[src/rtl/mmu_pkg.sv]
// Shared MMU definitions: memory port geometry and the port-B arbiter state
// encoding used by memb_arbiter.
package mmu_pkg;

  localparam int MEM_AW = 14;
  localparam int MEM_DW = 64;

  typedef enum logic [1:0] {
    ST_ARB  = 2'd0,
    ST_OWN0 = 2'd1,
    ST_OWN1 = 2'd2
  } arb_state_e;

endpackage

[src/rtl/memb_rd_tag_pipe.sv]
// Read-return tag pipeline for the port-B arbiter.
// Tracks each accepted read through the memory latency and raises the
// owner's rvalid when its data appears on doutb.
//   clk, rst      : clock, synchronous active-high reset (clears valid bits)
//   push_vld_i    : a read was accepted this cycle
//   push_owner_i  : requester index of that read (0/1)
//   rvalid0_o/1_o : read data for requester 0/1 is on doutb this cycle
module memb_rd_tag_pipe #(
  parameter int RD_LAT = 1
) (
  input  logic clk,
  input  logic rst,
  input  logic push_vld_i,
  input  logic push_owner_i,
  output logic rvalid0_o,
  output logic rvalid1_o
);

  // Stage 0 lines up with the registered enb; RD_LAT further stages line up
  // with doutb.
  localparam int DEPTH = RD_LAT + 1;

  logic [DEPTH-1:0] vld_q;
  logic [DEPTH-1:0] own_q;

  always_ff @(posedge clk) begin
    if (rst) begin
      vld_q <= '0;
    end else begin
      vld_q <= {vld_q[DEPTH-2:0], push_vld_i};
    end
  end

  // Owner bits are only meaningful alongside a set valid bit.
  always_ff @(posedge clk) begin
    own_q <= {own_q[DEPTH-2:0], push_owner_i};
  end

  assign rvalid0_o = vld_q[DEPTH-1] & ~own_q[DEPTH-1];
  assign rvalid1_o = vld_q[DEPTH-1] &  own_q[DEPTH-1];

endmodule

[src/rtl/memb_arbiter.sv]
// Two-requester round-robin arbiter for memory port B inside the mmu.
// Requester 0 is the SPART driver, requester 1 the debug/display reader.
// A requester may lock the port for multi-beat sequences. The memory command
// is registered; read data returns on rdata with the owner's rvalid
// RD_LAT+1 cycles after acceptance.
//   clk, rst                              : clock, synchronous active-high reset
//   req*/lock*/we*/addr*/wdata* (inputs)  : per-requester command
//   gnt* (outputs)                        : command accepted this cycle (combinational)
//   rvalid* (outputs)                     : rdata belongs to that requester
//   rdata                                 : doutb passed straight through
//   enb/web/addrb/dinb, doutb             : BRAM port B
module memb_arbiter
  import mmu_pkg::*;
#(
  parameter int AW     = MEM_AW,
  parameter int DW     = MEM_DW,
  parameter int RD_LAT = 1
) (
  input  logic          clk,
  input  logic          rst,
  input  logic          req0,
  input  logic          lock0,
  input  logic          we0,
  input  logic [AW-1:0] addr0,
  input  logic [DW-1:0] wdata0,
  output logic          gnt0,
  output logic          rvalid0,
  input  logic          req1,
  input  logic          lock1,
  input  logic          we1,
  input  logic [AW-1:0] addr1,
  input  logic [DW-1:0] wdata1,
  output logic          gnt1,
  output logic          rvalid1,
  output logic [DW-1:0] rdata,
  output logic          enb,
  output logic          web,
  output logic [AW-1:0] addrb,
  output logic [DW-1:0] dinb,
  input  logic [DW-1:0] doutb
);

  arb_state_e    state_q, state_d;
  logic          last_q, last_d;
  logic          acc0, acc1, acc;
  logic          cmd_we;
  logic [AW-1:0] cmd_addr;
  logic [DW-1:0] cmd_wdata;
  logic          enb_q, web_q;
  logic [AW-1:0] addrb_q;
  logic [DW-1:0] dinb_q;

  always_comb begin
    gnt0    = 1'b0;
    gnt1    = 1'b0;
    state_d = state_q;
    last_d  = last_q;

    if (!rst) begin
      case (state_q)
        ST_ARB: begin
          if (req0 && req1) begin
            // Tie goes to whoever did not win last.
            gnt0 = last_q;
            gnt1 = !last_q;
          end else begin
            gnt0 = req0;
            gnt1 = req1;
          end
        end
        ST_OWN0: gnt0 = req0;
        ST_OWN1: gnt1 = req1;
        default: ;
      endcase
    end

    acc0 = req0 & gnt0;
    acc1 = req1 & gnt1;

    if (acc0) last_d = 1'b0;
    if (acc1) last_d = 1'b1;

    case (state_q)
      ST_ARB: begin
        if (acc0 && lock0)      state_d = ST_OWN0;
        else if (acc1 && lock1) state_d = ST_OWN1;
      end
      // In OWNx the owner is granted whenever it requests, so dropping lock
      // covers both exits: accepted with lock=0, or idle with lock abandoned.
      // The other requester is only seen once back in ARB (next cycle).
      ST_OWN0: if (!lock0) state_d = ST_ARB;
      ST_OWN1: if (!lock1) state_d = ST_ARB;
      default: state_d = ST_ARB;
    endcase
  end

  assign acc       = acc0 | acc1;
  assign cmd_we    = acc1 ? we1    : we0;
  assign cmd_addr  = acc1 ? addr1  : addr0;
  assign cmd_wdata = acc1 ? wdata1 : wdata0;

  always_ff @(posedge clk) begin
    if (rst) begin
      state_q <= ST_ARB;
      last_q  <= 1'b1;
      enb_q   <= 1'b0;
      web_q   <= 1'b0;
      addrb_q <= '0;
      dinb_q  <= '0;
    end else begin
      state_q <= state_d;
      last_q  <= last_d;
      enb_q   <= acc;
      web_q   <= acc & cmd_we;
      // Address and data hold their last values when idle.
      if (acc) begin
        addrb_q <= cmd_addr;
        dinb_q  <= cmd_wdata;
      end
    end
  end

  assign enb   = enb_q;
  assign web   = web_q;
  assign addrb = addrb_q;
  assign dinb  = dinb_q;
  assign rdata = doutb;

  memb_rd_tag_pipe #(
    .RD_LAT(RD_LAT)
  ) u_tag_pipe (
    .clk         (clk),
    .rst         (rst),
    .push_vld_i  (acc & ~cmd_we),
    .push_owner_i(acc1),
    .rvalid0_o   (rvalid0),
    .rvalid1_o   (rvalid1)
  );

endmodule
[config.mk]
export PLATFORM = sky130hd
export DESIGN_NAME = memb_arbiter
export DESIGN_NICKNAME = d
export VERILOG_FILES = /design/src/rtl/mmu_pkg.sv /design/src/rtl/memb_rd_tag_pipe.sv /design/src/rtl/memb_arbiter.sv
export SDC_FILE = /design/constraint.sdc
export NUM_CORES = 1
export LEC_CHECK = 0
export BUFFER_PORTS_ARGS = -buffer_cell sky130_fd_sc_hd__buf_2
export CAP_MARGIN = 20
export CORE_AREA = 3 3 144 146
export DETAILED_ROUTE_END_ITERATION = 8
export DIE_AREA = 0 0 147 149
export GPL_TIMING_DRIVEN = 0
export HOLD_SLACK_MARGIN = 0.15
export PLACE_DENSITY = 0.48
export SYNTH_ARGS = -nofsm -noshare
export SYNTH_HDL_FRONTEND = slang
export SYNTH_SLANG_ARGS = --single-unit
[constraint.sdc]
create_clock -name clk -period 2.5 [get_ports clk]
set_input_delay 0.125 -clock clk [delete_from_list [all_inputs] [get_ports clk]]
set_output_delay 0.125 -clock clk [all_outputs]
set_load 0.1 [all_outputs]
# --- Word level (Yosys, flattened, before mapping) ---
# Cells that the tools add are included.
totals:
  out_inout_bits: 148
  wordCells: 43
  input_bits: 228
  reg_bits: 87
classes:
  n_bitwise: 9
  n_eq_ne: 5
  n_mux: 14
  n_reduce_logical: 7
ops:
  columns: ["op", "n"]
  rows:
  - ["64-bit two-way mux", 1]
  - ["14-bit two-way mux", 1]
  - ["2-bit two-way mux", 4]
  - ["1-bit AND", 6]
  - ["2-bit case mux with 3 select lines", 1]
  - ["1-bit two-way mux", 5]
  - ["2-bit inequality test (second input constant)", 2]
  - ["1-bit case mux with 2 select lines", 2]
  - ["1-bit logical AND", 3]
  - ["3-bit inequality test (second input constant)", 1]
  - ["3-bit AND reduction", 1]
  - ["2-bit by 1-bit == test with 1-bit output (second input constant)", 1]
  - ["2-bit == test (second input constant)", 1]
  - ["2-bit zero test", 1]
  - ["1-bit inverter", 2]
  - ["2-bit OR reduction", 1]
  - ["1-bit zero test", 1]
  - ["1-bit OR", 1]

# --- Logic depth before layout (Yosys ltp) ---
# Gate-level depths: netlist of run 1.
depth:
  word_depth: 9
  mapped_depth: 6
  mapped_depth_nobuf: 3

# --- Modules after synthesis ---
# From an unflattened synthesis of run 1, not the netlist that was laid out.
unflattened:
  hier_cells: 643
  hier_area_um2: 5171.2
by_module_without_submodules:
  columns: ["module", "cells_per_inst", "instances", "area_per_inst_um2"]
  rows:
  - ["memb_arbiter", 635, 1, 5061.1]
  - ["memb_rd_tag_pipe", 8, 1, 110.1]

# --- Worst setup path after synthesis of run 1 ---
# Ideal clock, no wire load.
synth_path:
  path_type: "reg2out"
  from: "register state_q[1]"
  to: "output port gnt1"
  path_stages_with_launch: 6
  arrival_ns: 3.149
  path_buffers: 3
  setup_slack_ns: -0.774
  required_ns: 2.375
  path_cell_list: "dfxtp_1 -> nor2b_1 -> buf_2 -> buf_2 -> buf_2 -> a211oi_1"
synth_between:
  elab_chain_cells: 3
synth_rtl:
  columns: ["element", "line", "source"]
  rows:
  - ["start, declared", "memb_arbiter.sv:43", "arb_state_e state_q, state_d;"]
  - ["start signal, assigned", "memb_arbiter.sv:111", "state_q <= state_d;"]
  - ["2-bit == test / 2-bit zero test (equally long branches)", "memb_arbiter.sv:60", "case (state_q)"]
  - ["1-bit case mux with 2 select lines *", "memb_arbiter.sv:60", null]
  - ["1-bit two-way mux *", "memb_arbiter.sv:59", "if (!rst) begin"]
  - ["end, declared", "memb_arbiter.sv:33", "output logic gnt1,"]
# Every way passes the cells marked *; elsewhere a longest branch is shown, timed or not.

# --- Worst setup path after layout of run 1 ---
layout_path:
  from: "register state_q[0]"
  to: "register dinb_q[28], in the netlist dinb[28]"
layout_between:
  elab_chain_cells: 5
layout_rtl:
  columns: ["element", "line", "source"]
  rows:
  - ["2-bit == test, or another cell as far along", "memb_arbiter.sv:60", null]
  - ["1-bit case mux with 2 select lines", "memb_arbiter.sv:60", null]
  - ["1-bit two-way mux", "memb_arbiter.sv:59", null]
  - ["1-bit AND (on tied branches)", "memb_arbiter.sv:78, memb_arbiter.sv:77", null]
  - ["64-bit two-way mux / 1-bit OR (equally long branches)", "memb_arbiter.sv:100, memb_arbiter.sv:97", null]
  - ["end signal, assigned", "memb_arbiter.sv:118", "dinb_q <= cmd_wdata;"]
  - ["end, declared", "memb_arbiter.sv:51", "logic [DW-1:0] dinb_q;"]
# Parallel ways exist; a longest one is shown, timed or not.
# A chain may end at the register's enable or synchronous reset.

==> flow_metrics.py, run 1 <==
metrics = {
    "clock_tree": {
        "cts_buffers": 9,
        "cts-htree-levels": 3,
        "clk_pin_slew_worst_paths_ns": 0.07,
        "clk_path_buf_depth": 2,
        "tritoncts": "done",
        "clock_latency_ns": 0.35,
        "clock-root-buffer": "clkbuf_16",
        "clock_sinks": 87,
    },
    "final_layout": {
        "multi_input_area_um2": 1620,
        "seq_area_um2": 1740,
        "final_util": 0.409,
        "layout-area-overhead-vs-synth_pct": 95.9,
        "instances_no_fill": 1130,
        "nets": 1086,
        "nFillCells": 2036,
        "drive_gt1_frac": 0.486,
    },
    "synth": {
        "synth_top_family_by_area": "compound AO/OA/AOI/OAI gates",
        "ys_warn_count": 0,
        "synth_xor_area_frac": 0,
        "synth_area_leader_cell": "dfxtp_1",
        "ys_ff_latch": 87,
        "synthesis.area_um2": 4080,
        "syn-num-nets": 600,
        "synth_area_leaders": "dfxtp_1, a221o_1, nor4b_1",
        "synth-compound-area-share": 0.211,
        "synth_cells": 372,
        "yosys.area.top_type_share": 0.427,
        "yosys.cell_types.count": 21,
        "synthMuxAreaShare": 0,
        "yosys.area_share.simple": 0.184,
        "synth_fa_ha_area_frac": 0,
        "ys_seq_area_frac": 0.427,
        "synth.avg_cell_area_um2": 11.0,
    },
    "worst_hold_path": {
        "hold_class": "in2reg",
        "hold_path_end": "enb$_SDFF_PP0_",
        "whs_path_depth": 3,
        "worstHoldStart": "req0",
    },
    "worst_setup_path": {
        "reg2reg_from": "state_q[0]$_SDFFE_PP0P_",
        "worst_setup_path_start_kind": "flop",
        "cp.required_ns": 2.73,
        "path_buf_inv": 4,
        "crit_chain": "nor2b_1, buf_2, buf_2, clkbuf_2, nor4b_1, a221o_1, dlygate4sd3_1",
        "r2r_slack_ns": 0.19,
        "arrival_ns": 2.55,
        "path_max_fanout": 10,
        "critical-path-top-delay-family": "buffers and inverters",
        "crit_type": "reg2reg",
        "cp_slowest_cell": "dlygate4sd3_1",
        "timing.critical_path.mode_cell": "buf_2",
        "reg2regPathDepth": 7,
        "slowest_delay_ns": 0.57,
        "cp-end-kind": "flop",
        "r2r-end": "dinb[28]$_SDFFE_PP0P_",
    },
    "pwr": {
        "p_leak_nw": 3.88,
        "irDropWorstVdd_mv": 0.303,
        "powerDensity_nw_per_um2": 692,
    },
    "global_routing": {
        "grt_pass1_wl_mm": 27.6,
        "grt_use_total": 0.158,
        "antenna_found_initial": 2,
        "grt_max_degree": 15,
        "overflow": 0,
        "grt_pass1_vias": 5190,
    },
    "place": {
        "dp_hpwl_mm": 13.5,
        "gp_congestion": 0.774,
        "place_inst": 947,
        "place_ws_ns": 0.253,
        "portBuffers": 310,
    },
    "sta": {
        "fin_crit_ns": 2.31,
        "setup_ws_ns": 0.188,
        "slew_violations": 0,
        "hold_viol": 0,
        "finalSetupViolations": 0,
        "fin_worst_skew_ns": 0.00889,
        "timing.final.crit_share": 0.925,
        "setup_tns_ns": 0,
        "worstMarginPinSlew_ns": 0.577,
        "rsz0062_at_grt": "false",
        "max_freq_ghz": 0.433,
        "max_slew_margin": 0.616,
    },
    "status": {
        "outcome": "finished, final reports clean",
    },
    "drt": {
        "viasPerCell": 4.48,
        "drt-wirelength-per-cell_um": 16.5,
        "drt_drc_violations_left": 0,
        "ant_nets": 0,
        "route.vias.total": 5057,
        "routed_wl_mm": 18.7,
        "first_pass_iters": 4,
        "drtIter0Drc": 219,
    },
    "floorplanning": {
        "dieArea_um2": 21900,
        "start_util": 0.209,
        "chipHeight_um": 149,
        "io_pins": 376,
        "fp-row-count": 51,
        "core_area_um2": 19500,
        "dieWidth_um": 147,
    },
    "run": {
        "max_cap_viol_count": 0,
    },
}
[layer usage]
layer | GRT usage | share of wire
met5 | 0 | 0
met4 | 0.0555 | 0.020
met3 | 0.0389 | 0.072
met2 | 0.283 | 0.51
met1 | 0.185 | 0.40
[flip-flops by register name, summed over array words and instances, names as in the netlist]
name,cells
enb,1
u_tag_pipe.own_q,2
u_tag_pipe.vld_q,2
web,1
dinb,64
state_q,2
last_q,1
addrb,14
[synthesized netlist by cell type (all sizes together)]
library cell	n
dfxtp	87
buf	82
a221o	78
nor4b	78
clkbuf	26
nor2b	4
a211oi	2
a22o	2
inv	2
nand2b	2
nor2	2
o211a	2
a211o	1
a21oi	1
and2	1
nor3	1
nor3b	1
[where the power goes]
part	leakage (nW)	internal, mW	switching (mW)
Combinational	2.99	0.648	1.63
Clock	0.173	1.08	0.607
Sequential	0.721	1.51	0.0562
Total	3.88	3.23	2.29
[cell families (layout without fill, tap and decap cells)]
kind of cell,Yosys count,after routing
buffers and inverters,110,601
other,0,2
DFF,87,87
and+or+nand+nor,89,89
AOI/OAI and AO/OA,86,86
[cell type report]
type                            instances  share of cell area
Multi-Input combinational cell        175               0.203
Sequential cell                        87               0.218
Buffer                                108              0.0907
Clock buffer                           10              0.0287
Inverter                                2            0.000940
Tap cell                              265              0.0415
Clock inverter                          6              0.0166
Timing Repair Buffer                  475               0.400
Antenna cell                            2            0.000627
[through the flow]
| step | hold slack (ns) | area [µm²] | power, mW |
|---|---|---|---|
| detailed placement | 0.316 | 5960 | 3.60 |
| global route | 0.221 | 7990 | 5.70 |
| CTS | 0.193 | 7940 | 5.55 |
| finish | 0.204 | 7990 | 5.52 |
| floorplan | 0.250 | 4080 | 3.20 |
| global placement | 0.313 | 5960 | 3.61 |
[cells in the final DEF (no fill, tap or decap)]
master	synthesis	final
buf_2	8	318
dlygate4sd3_1	0	161
dfxtp_1	87	87
nor4b_1	78	78
a221o_1	78	78
buf_4	64	68
clkbuf_1	26	20
clkbuf_16	0	9
buf_6	8	8
clkbuf_2	0	7
nor2b_1	4	4
bufinv_16	0	4
diode_2	0	2
nand2b_1	2	2
buf_1	2	2
inv_1	2	2
a22o_1	2	2
nor2_1	2	2
o211a_1	2	2
a211oi_4	1	1
and2_1	1	1
nor3b_1	1	1
nor3_4	0	1
a211oi_2	0	1
a211o_1	1	1
a21oi_1	1	1
clkinv_2	0	1
clkinvlp_4	0	1
[worst min-delay path, delay by kind of cell]
kind	cells	cell delay, ns
simple gates	1	0.13
compound gates	1	0.16
buf+inv	1	0.09
[timing repair]
item                                    in CTS  in global routing
gates resized for setup                      1                 14
hold endpoints to repair                    82                  0
endpoints found under the setup margin       1                 59
setup buffers                                0                  4
hold buffers                               161                  0
pin swaps                                    0                  2
[worst max path at each step]
stage	depth (start not counted)	start	slack, ns	to
2_1_floorplan	5	state_q[1]$_SDFFE_PP0P_	0.19	gnt1
6_report	7	state_q[0]$_SDFFE_PP0P_	0.19	dinb[28]$_SDFFE_PP0P_
4_1_cts	7	state_q[0]$_SDFFE_PP0P_	0.04	dinb[30]$_SDFFE_PP0P_
3_5_place_dp	4	state_q[1]$_SDFFE_PP0P_	0.25	gnt0
5_1_grt	7	state_q[0]$_SDFFE_PP0P_	0.04	dinb[28]$_SDFFE_PP0P_
3_3_place_gp	4	state_q[1]$_SDFFE_PP0P_	0.26	gnt0
(Power assumes the default switching activity.)
==> run 2: changes to the inputs <==
--- a/config.mk
+++ b/config.mk
@@ -5,7 +5,7 @@
 export SDC_FILE = /design/constraint.sdc
 export NUM_CORES = 1
 export LEC_CHECK = 0
-export BUFFER_PORTS_ARGS = -buffer_cell sky130_fd_sc_hd__buf_2
+export BUFFER_PORTS_ARGS = -buffer_cell sky130_fd_sc_hd__clkbuf_2
 export CAP_MARGIN = 20
 export CORE_AREA = 3 3 144 146
 export DETAILED_ROUTE_END_ITERATION = 8
==> flow_metrics.py, run 2 (same netlist as run 1, synthesis figures left out) <==
metrics = {
    "global_routing": {
        "grt_max_degree": 15,
        "antenna_found_initial": 0,
        "overflow": 0,
        "grt_pass1_vias": 5183,
        "grt_pass1_wl_mm": 27.8,
        "grt_use_total": 0.159,
    },
    "final_layout": {
        "final_cell_mix": "clkbuf_2, dlygate4sd3_1, dfxtp_1",
        "nets": 1085,
        "n_antenna_cell": 0,
        "layout-area-overhead-vs-synth_pct": 94.0,
        "largest_reg_flops": 64,
        "final_common_cell": "clkbuf_2",
        "drive_gt1_frac": 0.485,
    },
    "pwr": {
        "irDropWorstVdd_mv": 0.258,
        "p_leak_nw": 3.85,
        "powerDensity_nw_per_um2": 658,
    },
    "floorplanning": {
        "io_pins": 376,
        "chipHeight_um": 149,
        "dieArea_um2": 21900,
        "core_area_um2": 19500,
        "fp-row-count": 51,
        "dieWidth_um": 147,
        "start_util": 0.209,
    },
    "drt": {
        "route.vias.total": 5088,
        "first_pass_iters": 4,
        "routed_wl_mm": 18.6,
        "viasPerCell": 4.51,
        "drtIter0Drc": 197,
        "drt_drc_violations_left": 0,
        "ant_nets": 0,
        "drt-wirelength-per-cell_um": 16.5,
    },
    "place": {
        "dp_hpwl_mm": 13.5,
        "gp_congestion": 0.757,
        "portBuffers": 310,
    },
    "worst_hold_path": {
        "worstHoldStart": "req0",
        "hold_class": "in2reg",
    },
    "sta": {
        "rsz0062_at_grt": "false",
        "fin_worst_skew_ns": 0.00655,
        "setup_tns_ns": 0,
        "holdWs_ns": 0.185,
        "slew_violations": 0,
        "max_freq_ghz": 0.428,
        "timing.final.crit_share": 0.934,
        "fin_crit_ns": 2.34,
        "max_slew_margin": 0.614,
        "worstMarginPinSlew_ns": 0.581,
        "finalSetupViolations": 0,
        "hold_viol": 0,
    },
    "run": {
        "max_cap_viol_count": 0,
    },
    "clock_tree": {
        "clock_sinks": 87,
        "clk_pin_slew_worst_paths_ns": 0.07,
        "cts_buffers": 9,
        "clk_path_buf_depth": 2,
        "clock_latency_ns": 0.35,
        "cts-htree-levels": 3,
        "tritoncts": "done",
        "clock-root-buffer": "clkbuf_16",
    },
    "worst_setup_path": {
        "crit_type": "reg2reg",
        "setup.worst_path.start": "last_q$_SDFFE_PP1N_",
        "cp.required_ns": 2.72,
        "arrival_ns": 2.56,
        "cp-end-kind": "flop",
        "worst_setup_path_start_kind": "flop",
        "reg2reg_from": "last_q$_SDFFE_PP1N_",
        "path_max_fanout": 10,
    },
    "status": {
        "outcome": "finished, final reports clean",
    },
}
[run 2: report_power, final]
group / total (mW) / switching [mW] / internal [mW]
clock: 1.36 / 0.604 / 0.757
sequential: 1.57 / 0.0620 / 1.51
combinational: 2.27 / 1.63 / 0.640
total: 5.20 / 2.30 / 2.91
[run 2: worst max-delay path, cell delays in order (launching register included)]
cell and delay (ns):
dfxtp_1 0.37, nor3b_1 0.42, nor3_4 0.14, buf_4 0.18
clkbuf_2 0.20, a221o_1 0.33, dlygate4sd3_1 0.57
[run 2: layout make-up]
type                            instances  area (µm²)
Multi-Input combinational cell        175        1620
Clock inverter                          4        28.8
Buffer                                108         723
Clock buffer                           12         267
Tap cell                              265         332
Inverter                                2        7.51
Sequential cell                        87        1740
Fill cell                            2024       11600
Timing Repair Buffer                  474        3190
[run 2: worst paths after layout]
check	to	slack, ns	cells after the start
setup / recovery	addrb[5]$_SDFFE_PP0P_	0.16	6
hold / removal	enb$_SDFF_PP0_	0.18	3
setup reg to reg	addrb[5]$_SDFFE_PP0P_	0.16	6
hold reg to reg	u_tag_pipe.own_q[1]$_DFF_P_	0.33	0
[run 2: stage by stage]
stage           util  instance area [µm²]  power [mW]  worst slack (ns)  instances
5_1_grt        0.405                 7910        5.39            0.0194       1127
4_1_cts        0.403                 7880        5.23            0.0112       1124
2_1_floorplan      -                 4080        3.20             0.192        372
3_3_place_gp   0.305                 5960        3.61             0.243        947
3_5_place_dp   0.305                 5960        3.60             0.265        947
6_report       0.405                 7910        5.20             0.165       1127
[run 2: layer usage]
metal / wire, µm / vias up / GRT usage
met5: 0 / - / 0
met4: 347 / 0 / 0.0452
met3: 1380 / 23 / 0.0447
met2: 9570 / 222 / 0.290
met1: 7300 / 2439 / 0.182
li1: - / 2404 / -
[run 2: repair_timing]
action	in CTS	in global routing
gates resized for setup	1	12
endpoints found under the setup margin	1	58
buffers inserted	0	3
pin swaps	0	2
endpoints found under the hold margin	82	0
hold buffers	161	0
